--- src/rtl/aha_clock_select_ctrl_pkg.sv ---
`default_nettype none
//------------------------------------------------------------------------------
// Package  : aha_clk_sel_pkg
// Brief    : Shared types and source codes for the clock-select controller/legs.
// Revision : 1.0
//------------------------------------------------------------------------------
package aha_clk_sel_pkg;

  localparam int c_SEL_W       = 3;
  localparam int c_NUM_SOURCES = 6;

  // Source codes agreed with the clock-switch legs
  localparam logic [c_SEL_W-1:0] c_SRC_XTAL  = 3'd0;
  localparam logic [c_SEL_W-1:0] c_SRC_PLL0  = 3'd1;
  localparam logic [c_SEL_W-1:0] c_SRC_PLL1  = 3'd2;
  localparam logic [c_SEL_W-1:0] c_SRC_RCOSC = 3'd3;
  localparam logic [c_SEL_W-1:0] c_SRC_EXT   = 3'd4;
  localparam logic [c_SEL_W-1:0] c_SRC_LPO   = 3'd5;

  typedef enum logic [1:0] {
    ST_INIT     = 2'd0,
    ST_IDLE     = 2'd1,
    ST_WAIT_OFF = 2'd2,
    ST_WAIT_ON  = 2'd3
  } state_t;

endpackage
`default_nettype wire

--- src/rtl/aha_clock_select_ctrl_if.sv ---
`default_nettype none
//------------------------------------------------------------------------------
// Interface : aha_clock_select_ctrl_if
// Brief     : Request, leg handshake and status signals of the clock-select controller.
// Revision  : 1.0
//------------------------------------------------------------------------------
interface aha_clock_select_ctrl_if import aha_clk_sel_pkg::*; #(
  parameter int NUM_SOURCES = c_NUM_SOURCES,
  parameter int SEL_W       = c_SEL_W,
  parameter int TMO_W       = 8
);

  logic                   REQ_VALID;
  logic [SEL_W-1:0]       REQ_SEL;
  logic                   REQ_READY;
  logic [TMO_W-1:0]       TMO_LIMIT;
  logic                   ERR_CLR;
  logic [SEL_W-1:0]       SELECT_REQ;
  logic [NUM_SOURCES-1:0] SELECT_ACK;
  logic [SEL_W-1:0]       CUR_SEL;
  logic                   CUR_VALID;
  logic                   DONE;
  logic                   ERR_RANGE;
  logic                   ERR_TMO;

  modport master (
    output REQ_VALID, REQ_SEL, TMO_LIMIT, ERR_CLR, SELECT_ACK,
    input  REQ_READY, SELECT_REQ, CUR_SEL, CUR_VALID, DONE, ERR_RANGE, ERR_TMO
  );

  modport slave (
    input  REQ_VALID, REQ_SEL, TMO_LIMIT, ERR_CLR, SELECT_ACK,
    output REQ_READY, SELECT_REQ, CUR_SEL, CUR_VALID, DONE, ERR_RANGE, ERR_TMO
  );

endinterface
`default_nettype wire

--- src/rtl/aha_clock_select_ctrl_sync.sv ---
`default_nettype none
//------------------------------------------------------------------------------
// Module   : aha_sync_bit
// Brief    : SYNC_STAGES-deep async-reset synchronizer for one ACK bit.
// Revision : 1.0
//------------------------------------------------------------------------------
module aha_sync_bit #(
  parameter int SYNC_STAGES = 2
) (
  input  wire logic CLK,
  input  wire logic RESETn,
  input  wire logic i_d,
  output logic      o_q
);

  logic [SYNC_STAGES-1:0] r_sync;

  always_ff @(posedge CLK or negedge RESETn) begin
    if (!RESETn) begin
      r_sync <= '0;
    end else begin
      r_sync <= {r_sync[SYNC_STAGES-2:0], i_d};
    end
  end

  assign o_q = r_sync[SYNC_STAGES-1];

endmodule
`default_nettype wire

--- src/rtl/aha_clock_select_ctrl.sv ---
`default_nettype none
//------------------------------------------------------------------------------
// Module   : aha_clock_select_ctrl
// Brief    : Drives SELECT_REQ to the switch legs and tracks the off/on ACK handshake.
// Revision : 1.0
//------------------------------------------------------------------------------
module aha_clock_select_ctrl import aha_clk_sel_pkg::*; #(
  parameter int NUM_SOURCES = c_NUM_SOURCES,
  parameter int SEL_W       = c_SEL_W,
  parameter int RESET_SEL   = int'(c_SRC_XTAL),
  parameter int SYNC_STAGES = 2,
  parameter int TMO_W       = 8
) (
  input wire logic               CLK,
  input wire logic               RESETn,
  aha_clock_select_ctrl_if.slave bus
);

  localparam int                 c_CODES     = 2 ** SEL_W;
  localparam logic [SEL_W-1:0]   c_RESET_SEL = SEL_W'(RESET_SEL);
  localparam logic [SEL_W:0]     c_NUM_SRC   = (SEL_W + 1)'(NUM_SOURCES);

  logic [NUM_SOURCES-1:0] w_ack_s;
  logic [c_CODES-1:0]     w_ack_pad;

  for (genvar gi = 0; gi < NUM_SOURCES; gi++) begin : g_ack_sync
    aha_sync_bit #(.SYNC_STAGES(SYNC_STAGES)) u_sync (
      .CLK    (CLK),
      .RESETn (RESETn),
      .i_d    (bus.SELECT_ACK[gi]),
      .o_q    (w_ack_s[gi])
    );
  end

  // Widened so any SEL_W-bit code indexes a defined bit
  assign w_ack_pad = c_CODES'(w_ack_s);

  state_t           r_state, w_state_nxt;
  logic [SEL_W-1:0] r_sel_req, w_sel_req_nxt;
  logic [SEL_W-1:0] r_cur_sel, w_cur_sel_nxt;
  logic [SEL_W-1:0] r_old_sel, w_old_sel_nxt;
  logic             r_cur_valid, w_cur_valid_nxt;
  logic             r_skip_off, w_skip_off_nxt;
  logic             r_done, w_done_nxt;
  logic             r_err_range, r_err_tmo;
  logic [TMO_W-1:0] r_timer, w_timer_nxt;
  logic             w_set_range, w_set_tmo;
  logic             w_range_bad, w_same, w_tmo_hit;

  assign w_range_bad = ({1'b0, bus.REQ_SEL} >= c_NUM_SRC);
  assign w_same      = (bus.REQ_SEL == r_cur_sel) && r_cur_valid;
  assign w_tmo_hit   = (bus.TMO_LIMIT != '0) && (r_timer == bus.TMO_LIMIT);

  always_comb begin
    w_state_nxt     = r_state;
    w_sel_req_nxt   = r_sel_req;
    w_cur_sel_nxt   = r_cur_sel;
    w_old_sel_nxt   = r_old_sel;
    w_cur_valid_nxt = r_cur_valid;
    w_skip_off_nxt  = r_skip_off;
    w_done_nxt      = 1'b0;
    w_set_range     = 1'b0;
    w_set_tmo       = 1'b0;
    w_timer_nxt     = (r_timer == '1) ? r_timer : r_timer + TMO_W'(1);

    case (r_state)
      ST_INIT: begin
        if (w_ack_pad[c_RESET_SEL]) begin
          w_cur_valid_nxt = 1'b1;
          w_state_nxt     = ST_IDLE;
        end else if (w_tmo_hit) begin
          w_set_tmo       = 1'b1;
          w_cur_valid_nxt = 1'b0;
          w_state_nxt     = ST_IDLE;
        end
      end
      ST_IDLE: begin
        w_timer_nxt = r_timer;
        if (bus.REQ_VALID) begin
          if (w_range_bad) begin
            w_set_range = 1'b1;
          end else if (w_same) begin
            w_done_nxt = 1'b1;
          end else begin
            // With no confirmed source there is no outgoing ACK to wait for
            w_old_sel_nxt  = r_cur_sel;
            w_skip_off_nxt = !r_cur_valid;
            w_sel_req_nxt  = bus.REQ_SEL;
            w_timer_nxt    = '0;
            w_state_nxt    = ST_WAIT_OFF;
          end
        end
      end
      ST_WAIT_OFF: begin
        if (r_skip_off || !w_ack_pad[r_old_sel]) begin
          w_timer_nxt = '0;
          w_state_nxt = ST_WAIT_ON;
        end else if (w_tmo_hit) begin
          w_set_tmo       = 1'b1;
          w_cur_valid_nxt = 1'b0;
          w_state_nxt     = ST_IDLE;
        end
      end
      ST_WAIT_ON: begin
        if (w_ack_pad[r_sel_req]) begin
          w_cur_sel_nxt   = r_sel_req;
          w_cur_valid_nxt = 1'b1;
          w_done_nxt      = 1'b1;
          w_state_nxt     = ST_IDLE;
        end else if (w_tmo_hit) begin
          w_set_tmo       = 1'b1;
          w_cur_valid_nxt = 1'b0;
          w_state_nxt     = ST_IDLE;
        end
      end
      default: begin
        w_state_nxt = ST_INIT;
      end
    endcase
  end

  always_ff @(posedge CLK or negedge RESETn) begin
    if (!RESETn) begin
      r_state     <= ST_INIT;
      r_sel_req   <= c_RESET_SEL;
      r_cur_sel   <= c_RESET_SEL;
      r_old_sel   <= c_RESET_SEL;
      r_cur_valid <= 1'b0;
      r_skip_off  <= 1'b0;
      r_done      <= 1'b0;
      r_err_range <= 1'b0;
      r_err_tmo   <= 1'b0;
      r_timer     <= '0;
    end else begin
      r_state     <= w_state_nxt;
      r_sel_req   <= w_sel_req_nxt;
      r_cur_sel   <= w_cur_sel_nxt;
      r_old_sel   <= w_old_sel_nxt;
      r_cur_valid <= w_cur_valid_nxt;
      r_skip_off  <= w_skip_off_nxt;
      r_done      <= w_done_nxt;
      r_err_range <= w_set_range | (r_err_range & ~bus.ERR_CLR);
      r_err_tmo   <= w_set_tmo | (r_err_tmo & ~bus.ERR_CLR);
      r_timer     <= w_timer_nxt;
    end
  end

  assign bus.REQ_READY  = (r_state == ST_IDLE);
  assign bus.SELECT_REQ = r_sel_req;
  assign bus.CUR_SEL    = r_cur_sel;
  assign bus.CUR_VALID  = r_cur_valid;
  assign bus.DONE       = r_done;
  assign bus.ERR_RANGE  = r_err_range;
  assign bus.ERR_TMO    = r_err_tmo;

endmodule
`default_nettype wire

--- src/flat_wrapper.sv ---
// flat-port wrapper written by rule: the top's interface ports become plain ports
module aha_clock_select_ctrl_flat import aha_clk_sel_pkg::*;
#(
  parameter int NUM_SOURCES = c_NUM_SOURCES,
  parameter int SEL_W       = c_SEL_W,
  parameter int RESET_SEL   = int'(c_SRC_XTAL),
  parameter int SYNC_STAGES = 2,
  parameter int TMO_W       = 8
)
  (CLK, RESETn, bus_REQ_VALID, bus_REQ_SEL, bus_TMO_LIMIT, bus_ERR_CLR, bus_SELECT_ACK, bus_REQ_READY, bus_SELECT_REQ, bus_CUR_SEL, bus_CUR_VALID, bus_DONE, bus_ERR_RANGE, bus_ERR_TMO);
  aha_clock_select_ctrl_if #(.NUM_SOURCES(NUM_SOURCES), .SEL_W(SEL_W), .TMO_W(TMO_W)) bus_i ();
  input wire logic CLK;
  input wire logic RESETn;
  input wire logic [$bits(bus_i.REQ_VALID)-1:0] bus_REQ_VALID;
  input wire logic [$bits(bus_i.REQ_SEL)-1:0] bus_REQ_SEL;
  input wire logic [$bits(bus_i.TMO_LIMIT)-1:0] bus_TMO_LIMIT;
  input wire logic [$bits(bus_i.ERR_CLR)-1:0] bus_ERR_CLR;
  input wire logic [$bits(bus_i.SELECT_ACK)-1:0] bus_SELECT_ACK;
  output wire logic [$bits(bus_i.REQ_READY)-1:0] bus_REQ_READY;
  output wire logic [$bits(bus_i.SELECT_REQ)-1:0] bus_SELECT_REQ;
  output wire logic [$bits(bus_i.CUR_SEL)-1:0] bus_CUR_SEL;
  output wire logic [$bits(bus_i.CUR_VALID)-1:0] bus_CUR_VALID;
  output wire logic [$bits(bus_i.DONE)-1:0] bus_DONE;
  output wire logic [$bits(bus_i.ERR_RANGE)-1:0] bus_ERR_RANGE;
  output wire logic [$bits(bus_i.ERR_TMO)-1:0] bus_ERR_TMO;
  assign bus_i.REQ_VALID = bus_REQ_VALID;
  assign bus_i.REQ_SEL = bus_REQ_SEL;
  assign bus_i.TMO_LIMIT = bus_TMO_LIMIT;
  assign bus_i.ERR_CLR = bus_ERR_CLR;
  assign bus_i.SELECT_ACK = bus_SELECT_ACK;
  assign bus_REQ_READY = bus_i.REQ_READY;
  assign bus_SELECT_REQ = bus_i.SELECT_REQ;
  assign bus_CUR_SEL = bus_i.CUR_SEL;
  assign bus_CUR_VALID = bus_i.CUR_VALID;
  assign bus_DONE = bus_i.DONE;
  assign bus_ERR_RANGE = bus_i.ERR_RANGE;
  assign bus_ERR_TMO = bus_i.ERR_TMO;
  aha_clock_select_ctrl #(.NUM_SOURCES(NUM_SOURCES), .SEL_W(SEL_W), .RESET_SEL(RESET_SEL), .SYNC_STAGES(SYNC_STAGES), .TMO_W(TMO_W)) u_core (.CLK(CLK), .RESETn(RESETn), .bus(bus_i));
endmodule
--- config.mk ---
export PLATFORM = sky130hd
export DESIGN_NAME = aha_clock_select_ctrl_flat
export DESIGN_NICKNAME = d
export VERILOG_FILES = /design/src/rtl/aha_clock_select_ctrl_pkg.sv /design/src/rtl/aha_clock_select_ctrl_if.sv /design/src/rtl/aha_clock_select_ctrl_sync.sv /design/src/rtl/aha_clock_select_ctrl.sv /design/src/flat_wrapper.sv
export SDC_FILE = /design/constraint.sdc
export NUM_CORES = 1
export LEC_CHECK = 0
export CAP_MARGIN = 20
export CORE_MARGIN = 2
export CORE_UTILIZATION = 40
export CTS_BUF_LIST = sky130_fd_sc_hd__clkbuf_16
export CTS_CLUSTER_SIZE = 10
export DETAILED_ROUTE_END_ITERATION = 8
export PLACE_DENSITY = 0.75
export REMOVE_ABC_BUFFERS = 1
export SETUP_SLACK_MARGIN = 0.02
export SYNTH_ARGS = -nofsm -noshare
export SYNTH_HDL_FRONTEND = slang
export SYNTH_SLANG_ARGS = --single-unit
--- constraint.sdc ---
create_clock -name CLK -period 1.9 [get_ports CLK]
set_input_delay 0.38 -clock CLK [delete_from_list [all_inputs] [get_ports CLK]]
set_output_delay 0.38 -clock CLK [all_outputs]
set_load 0.01 [all_outputs]
# Word-level counts from Yosys, hierarchy flattened
# Cells that the tools add are included.
# Widths: inputs -> output; s select.
classes:
  add_sub_neg: 1
  multipliers: 0
  div: 0
  magnitude_cmp: 3
  n_eq_ne: 10
  n_shift: 0
  mux: 36
  n_bitwise: 7
  reduce_logical: 12
op_table:
  columns: ["op", "n"]
  rows:
  - ["$mux 8", 5]
  - ["$mux 1", 17]
  - ["$pmux 8 s2", 1]
  - ["$mux 2", 7]
  - ["$add 8x1->8 const B", 1]
  - ["$eq 8x8->1", 1]
  - ["$eq 8x8->1 const B", 1]
  - ["$lt 3x4->1 const B", 2]
  - ["$ne 2x2->1 const B", 4]
  - ["$pmux 2 s4", 1]
  - ["$reduce_bool 8->1", 1]
  - ["$bmux 1 s3", 2]
  - ["$pmux 1 s3", 2]
  - ["$eq 2x2->1 const B", 2]
  - ["$reduce_and 2->1", 2]
  - ["$reduce_and 4->1", 1]
  - ["$eq 3x3->1", 1]
  - ["$ge 3x3->1 const B", 1]
  - ["$not 1->1", 3]
  - ["$reduce_and 3->1", 1]
  - ["$reduce_bool 3->1", 1]
  - ["$and 1x1->1", 2]
  - ["$eq 2x1->1 const B", 1]
  - ["$logic_and 1x1->1", 2]
  - ["other kinds (5)", 7]
totals:
  register_bits: 36
  latch_bits: 0
  ram_bits: 0
  mem_bits_ro: 0
  input_bits: 21
  output_inout_bits: 11
  wordCells: 85
  mem_count: 0

# Logic depth before layout (Yosys ltp)
depth:
  depth_word: 7
  depth_mapped: 8
  mapped_depth_nobuf: 6

# Cells and area by module
# Synthesis repeated with hierarchy kept, for this count alone.
unflattened:
  hier_cells: 155
  area_unflattened_um2: 1813.0
by_module_without_submodules:
  columns: ["module", "instances", "cells_each", "area_per_inst_um2", "seq_area_each_um2"]
  rows:
  - ["aha_clock_select_ctrl", 1, 143, 1512.7, 600.6]
  - ["aha_sync_bit", 6, 2, 50.0, 50.0]

# Least setup slack after synthesis
# Ideal clock, no wire load.
synth_path:
  kind: "reg2reg"
  startpoint: "register u_core.r_cur_sel[2], in the netlist u_core.bus.CUR_SEL[2]"
  endpoint: "register u_core.r_sel_req[0], in the netlist u_core.bus.SELECT_REQ[0]"
  setup_time_ns: 0.125
  arrival_time_ns: 1.825
  required_ns: 1.775
  path_slack_ns: -0.050
  stages_incl_launch_ff: 6
  n_path_buf: 1
  period_less_slack_ns: 1.950
  cell_sequence: "dfrtp_1 > xor2_1 > or4_2 > nand2b_1 > buf_4 > mux2_2"
synth_via:
  elab_chain_cells: 4
synth_lines:
  columns: ["element", "line", "text"]
  rows:
  - ["start: declaration", "aha_clock_select_ctrl.sv:40", "logic [SEL_W-1:0] r_cur_sel, w_cur_sel_nxt;"]
  - ["start signal: assignment", "aha_clock_select_ctrl.sv:126", "r_cur_sel <= c_RESET_SEL;"]
  - ["start signal: assignment", "aha_clock_select_ctrl.sv:137", "r_cur_sel <= w_cur_sel_nxt;"]
  - ["$eq 3x3->1", "aha_clock_select_ctrl.sv:51", "assign w_same = (bus.REQ_SEL == r_cur_sel) && r_cur_valid;"]
  - ["$logic_and 1x1->1", "aha_clock_select_ctrl.sv:51", null]
  - ["$not 1->1 (no source line)", null, null]
  - ["$reduce_and 4->1 (no source line)", null, null]
  - ["end signal: assignment", "aha_clock_select_ctrl.sv:125", "r_sel_req <= c_RESET_SEL;"]
  - ["end signal: assignment", "aha_clock_select_ctrl.sv:136", "r_sel_req <= w_sel_req_nxt;"]
  - ["end: declaration", "aha_clock_select_ctrl.sv:39", "logic [SEL_W-1:0] r_sel_req, w_sel_req_nxt;"]
# No other way between the ends.
# A chain may end at the register's enable or synchronous reset.

# Final worst setup path
layout_path:
  startpoint: "register u_core.r_cur_sel[0], in the netlist u_core.bus.CUR_SEL[0]"
  endpoint: "register u_core.r_timer[3]"
layout_via:
  elab_chain_cells: 4
layout_lines:
  columns: ["element", "line", "text"]
  rows:
  - ["$eq 3x3->1", "aha_clock_select_ctrl.sv:51", null]
  - ["$logic_and 1x1->1", "aha_clock_select_ctrl.sv:51", null]
  - ["$ne 2x2->1 (no source line)", null, null]
  - ["$reduce_and 3->1 (no source line)", null, null]
  - ["end signal: assignment", "aha_clock_select_ctrl.sv:144", "r_timer <= w_timer_nxt;"]
  - ["end: declaration", "aha_clock_select_ctrl.sv:46", "logic [TMO_W-1:0] r_timer, w_timer_nxt;"]
# No other way between the ends.

==> metrics.sh <==
GRT_MAX_DEGREE=37
LAYOUT_SETUP_WS_NS=0.0577
STARTPOINT_TYPE='flop'
TOP_LEVEL_PORTS=32
SEQ_POWER_SHARE=0.303
REPORT.POWER.TOTAL_mW=3.60
STARTPOINT='u_core.bus.CUR_SEL[0]'
TIMING_WORST_SLEW_PIN_VALUE_NS=0.452
INITIAL_UTILIZATION=0.412
ANTENNADIODECOUNT=0
SYNTH_EDF_COUNT=0
CAP_VIOLATIONS=0
MULTIINPUTGATEAREA_SQ_UM=895
COMBINATIONALPOWERSHARE=0.443
SYN_AVG_CELL_AREA_SQ_UM=11.4
FIN_NETS=246
WIRE_LENGTH_OF_THE_FIRST_GLOBAL_ROUTING_PASS_MICRONS=6760
CTS-ROOT-TO-SINK-BUFFERS=2
SYNTHMUXAREASHARE=0.105
YOSYS.AREA_SHARE.SIMPLE=0.135
PLACEABLECOREAREA_SQ_UM=4320
SWITCHING_SHARE=0.331
TOTAL_LEAKAGE_POWER_nW=1.16
ENDPOINT_OF_THE_LOWEST_SLACK_REGISTER_TO_REGISTER_PATH='u_core.r_timer[3]'
FIRST_GLOBAL_VIAS=1439
HOLD_PATH.STARTPOINT='u_core.g_ack_sync[2].u_sync.r_sync[0]'
CLOCKPOWERSHARE=0.253
YOSYS_REGISTER_BITS=36
FINAL_LAYOUT_SIZE_SUFFIX_GT1_FRAC=0.299
DRT-VIAS-PER-INSTANCE=5.22
OVERALL_DIE_WIDTH_MICRONS=70.7
CTS_BUFFERS=5
FILL_CELLS=364
SYNTH_CELL_TYPES=42
FINAL_PERIOD_MINUS_WORST_SETUP_SLACK_NS=1.84
FINAL_CELLS=273
TIMING.RR.START='u_core.bus.CUR_SEL[0]'
GP_CONGESTION=0.855
FP.DIEH_MICRONS=70.7
MIN_PATH_TYPE='flop to flop'
TIMING.FINAL.SETUP_VIOLATIONS=0
BUFFER_PORTS.INSERTED=31
FMAX_MHz=543
YS_WARN_COUNT=0
INITIAL_ANTENNA_VIOLATION_COUNT=0
RSZ0062_AT_GRT='true'
CTS_ROOT_CELL='clkbuf_16'
TIMING.SLEW.HEADROOM=0.696
SYNTH-ADDER-AREA-SHARE=0.0351
CTS_TREE='yes'
SYNTHESIS.INSTANCES=156
RUN_STATUS='finished clean'
AREAGROWTHSYNTHTOFINISH_PCT=45.8
SYNTH.TOP_CELL.AREA_SHARE=0.506
ROUTE.VIAS.TOTAL=1424
POWER.INTERNAL_mW=2.41
SEQ_AREA_FRAC_SYNTH=0.506
NUMBER_OF_ROWS_CREATED_AT_FLOORPLAN=24
SETUP.REG_TO_REG.WORST_SLACK_NS=0.06
CRITICAL_PATH_REQUIRED_NS=2.09
WORST_HOLD_PATH.ENDPOINT='u_core.g_ack_sync[2].u_sync.r_sync[1]'
POST_SYNTH_XOR_AREA_FRACTION=0.0590
MAPPEDNETLISTAREA_SQ_UM=1780
SYNTH_TOP_CELL_BY_AREA='dfrtp_1'
DP_SLACK_NS=-0.527
SYNTH_TOP_CELLS_BY_AREA='dfrtp_1, mux2_2, xor2_1'
CLOCK-SINKS=36
WORSTPATHARRIVAL_NS=2.03
TOTAL_SWITCHING_POWER_mW=1.19
FINAL_MIN_PERIOD_OVER_CLOCK_PERIOD=0.970
CTSHTREEMAXLEVEL=2
GRT-OVFL-TOTAL=0
REMAINING_ROUTING_DRC_VIOLATIONS=0
DETAIL_ROUTE_ANTENNA_NETS=0
VDD.IR_DROP.WORST_uV=866
SYNTHESIZED_AREA_FRACTION_OCCUPIED_BY_AO_OA_AOI_AND_OAI_CELLS=0.128
CTS_HOLD_BUF=0
MIN_DELAY_PATH_DEPTH=0
HPWL_MICRONS=2920
REG2REG_DEPTH=7
YS_DOMINANT_REG_CELL='dfrtp_1'
ASYNC_RESET_FF_FRAC=1.00
POST_CTS_CLOCK_SLEW_AT_THE_LAUNCH_AND_CAPTURE_REGISTERS_OF_THE_WORST_SETUP_AND_HOLD_PATHS_NS=0.05
DRT_WL_TOTAL_MICRONS=3970
CP-END-KIND='flop'
FLOORPLAN.DIE_AREA_SQ_UM=5000
FINAL_HOLD_SLACK_NS=0.346
CRITPATHKIND='flop to flop'
SYNTH_TOP_FAMILY_BY_AREA='simple AND/OR/NAND/NOR gates'
WL_PER_CELL_MICRONS=14.5
WORSTPATHMAXFANOUT=4
DPL.CELL_COUNT=262
SEQ_AREA_SQ_UM=901
POWER_DENSITY_nW_PER_UM2=1390
FIRST_PASS_ITERS=4
FINALHOLDVIOLATIONS=0
CLOCK_INSERTION_DELAY_WORST_SKEW_NS=0.28
GRT_USE_TOTAL=0.175
POSTLAYOUTCOREUTIL=0.600
FINALMAXSLEWVIOLATIONS=0
DRTITER0DRC=119
FINALCLOCKSKEW_NS=0.00103
-- worst max-delay path, cell delays in order (launching register included) --
cell and delay, ns:
dfrtp_1 0.38, xor2_1 0.17, buf_4 0.16, o41ai_4 0.38, buf_4 0.19, a21oi_4 0.06, and3_1 0.18, nor4_2 0.23
-- layout make-up --
| class | instances | area share |
|---|---|---|
| Sequential cell | 36 | 0.347 |
| Clock buffer | 5 | 0.0482 |
| Inverter | 9 | 0.0130 |
| Timing Repair Buffer | 60 | 0.206 |
| Clock inverter | 3 | 0.0164 |
| Tap cell | 52 | 0.0251 |
| Multi-Input combinational cell | 108 | 0.345 |
-- power groups by stage --
stage / logic [mW] / registers (mW) / clock network [mW]
2_1_floorplan: 0.761 / 1.12 / 0
3_3_place_gp: 1.45 / 1.09 / 0
3_5_place_dp: 1.48 / 1.09 / 0
4_1_cts: 1.55 / 1.09 / 0.936
5_1_grt: 1.73 / 1.12 / 0.961
6_report: 1.60 / 1.09 / 0.913
-- per-stage QoR --
stage | setup TNS [ns] | cell area, sq um
2_1_floorplan | -0.549 | 1760
5_1_grt | 0 | 2600
4_1_cts | 0 | 2540
3_5_place_dp | -7.21 | 2330
3_3_place_gp | -6.49 | 2330
6_report | 0 | 2600
-- cells by family (layout without fill, tap and decap cells) --
logic type	after synthesis	count (layout)
DFF	36	36
muxes	16	16
buffers and inverters	12	77
xor gates and xnor gates	12	12
and+or+nand+nor	44	44
adders and majority gates	5	5
AOI/OAI and AO/OA	31	31
-- worst max-delay path by stage --
stage	endpoint	slack, ns	depth (start not counted)
floorplan	u_core.bus.SELECT_REQ[0]	-0.09	4
global placement	u_core.r_old_sel[2]	-0.49	5
detailed placement	u_core.bus.SELECT_REQ[1]	-0.53	5
CTS	u_core.r_timer[0]	0.02	6
global route	u_core.r_timer[3]	0.005	7
finish	u_core.r_timer[3]	0.06	7
-- cells in the final DEF, fill, tap and decap left out, types with 2 or more instances in the layout --
master	instances
dfrtp_1	36
buf_4	28
clkdlybuf4s50_1	27
mux2_2	11
nor2_1	11
xor2_1	10
inv_1	8
nand2_1	7
nor3_1	7
o21ai_0	6
a21oi_1	5
clkbuf_16	5
mux2i_1	4
ha_1	4
nand3_1	3
nand2b_1	3
nor4_2	3
o22ai_1	2
o211ai_1	2
and3_1	2
a31oi_1	2
xnor2_1	2
dlygate4sd2_1	2
dlymetal6s2s_1	2
-- synthesized netlist by cell type (all sizes together), types with 2 or more instances --
master   n
nor4     4
o21ai    7
ha       5
and3     3
a31oi    2
buf      3
inv      9
nand2    8
dfrtp   36
mux2i    4
xor2    10
mux2    11
a21oi    6
o22ai    2
xnor2    2
nand3    3
nand2b   4
nor3     7
nor2    11
o211ai   2
-- sequential cells by signal, indices dropped and copies added (netlist names), 2 cells and up --
signal and flops:
u_core.g_ack_sync.u_sync.r_sync 12, u_core.r_timer 8, u_core.bus.CUR_SEL 3, u_core.bus.SELECT_REQ 3, u_core.r_old_sel 3, u_core.r_state 2
-- per-layer routing --
layer,up-vias,GRT usage,wire length (microns),share of wire
li1,690,-,-,-
met1,688,0.250,1860,0.47
met2,35,0.249,1840,0.46
met3,11,0.0313,142,0.036
met4,0,0.105,130,0.033
met5,-,0,0,0
-- what timing repair did --
| action | CTS | global route |
|---|---|---|
| resized for setup | 10 | 13 |
| buffers inserted | 2 | 1 |
| endpoints found under the setup margin | 17 | 19 |
| pin swaps | 9 | 2 |
(Power assumes the default switching activity.)
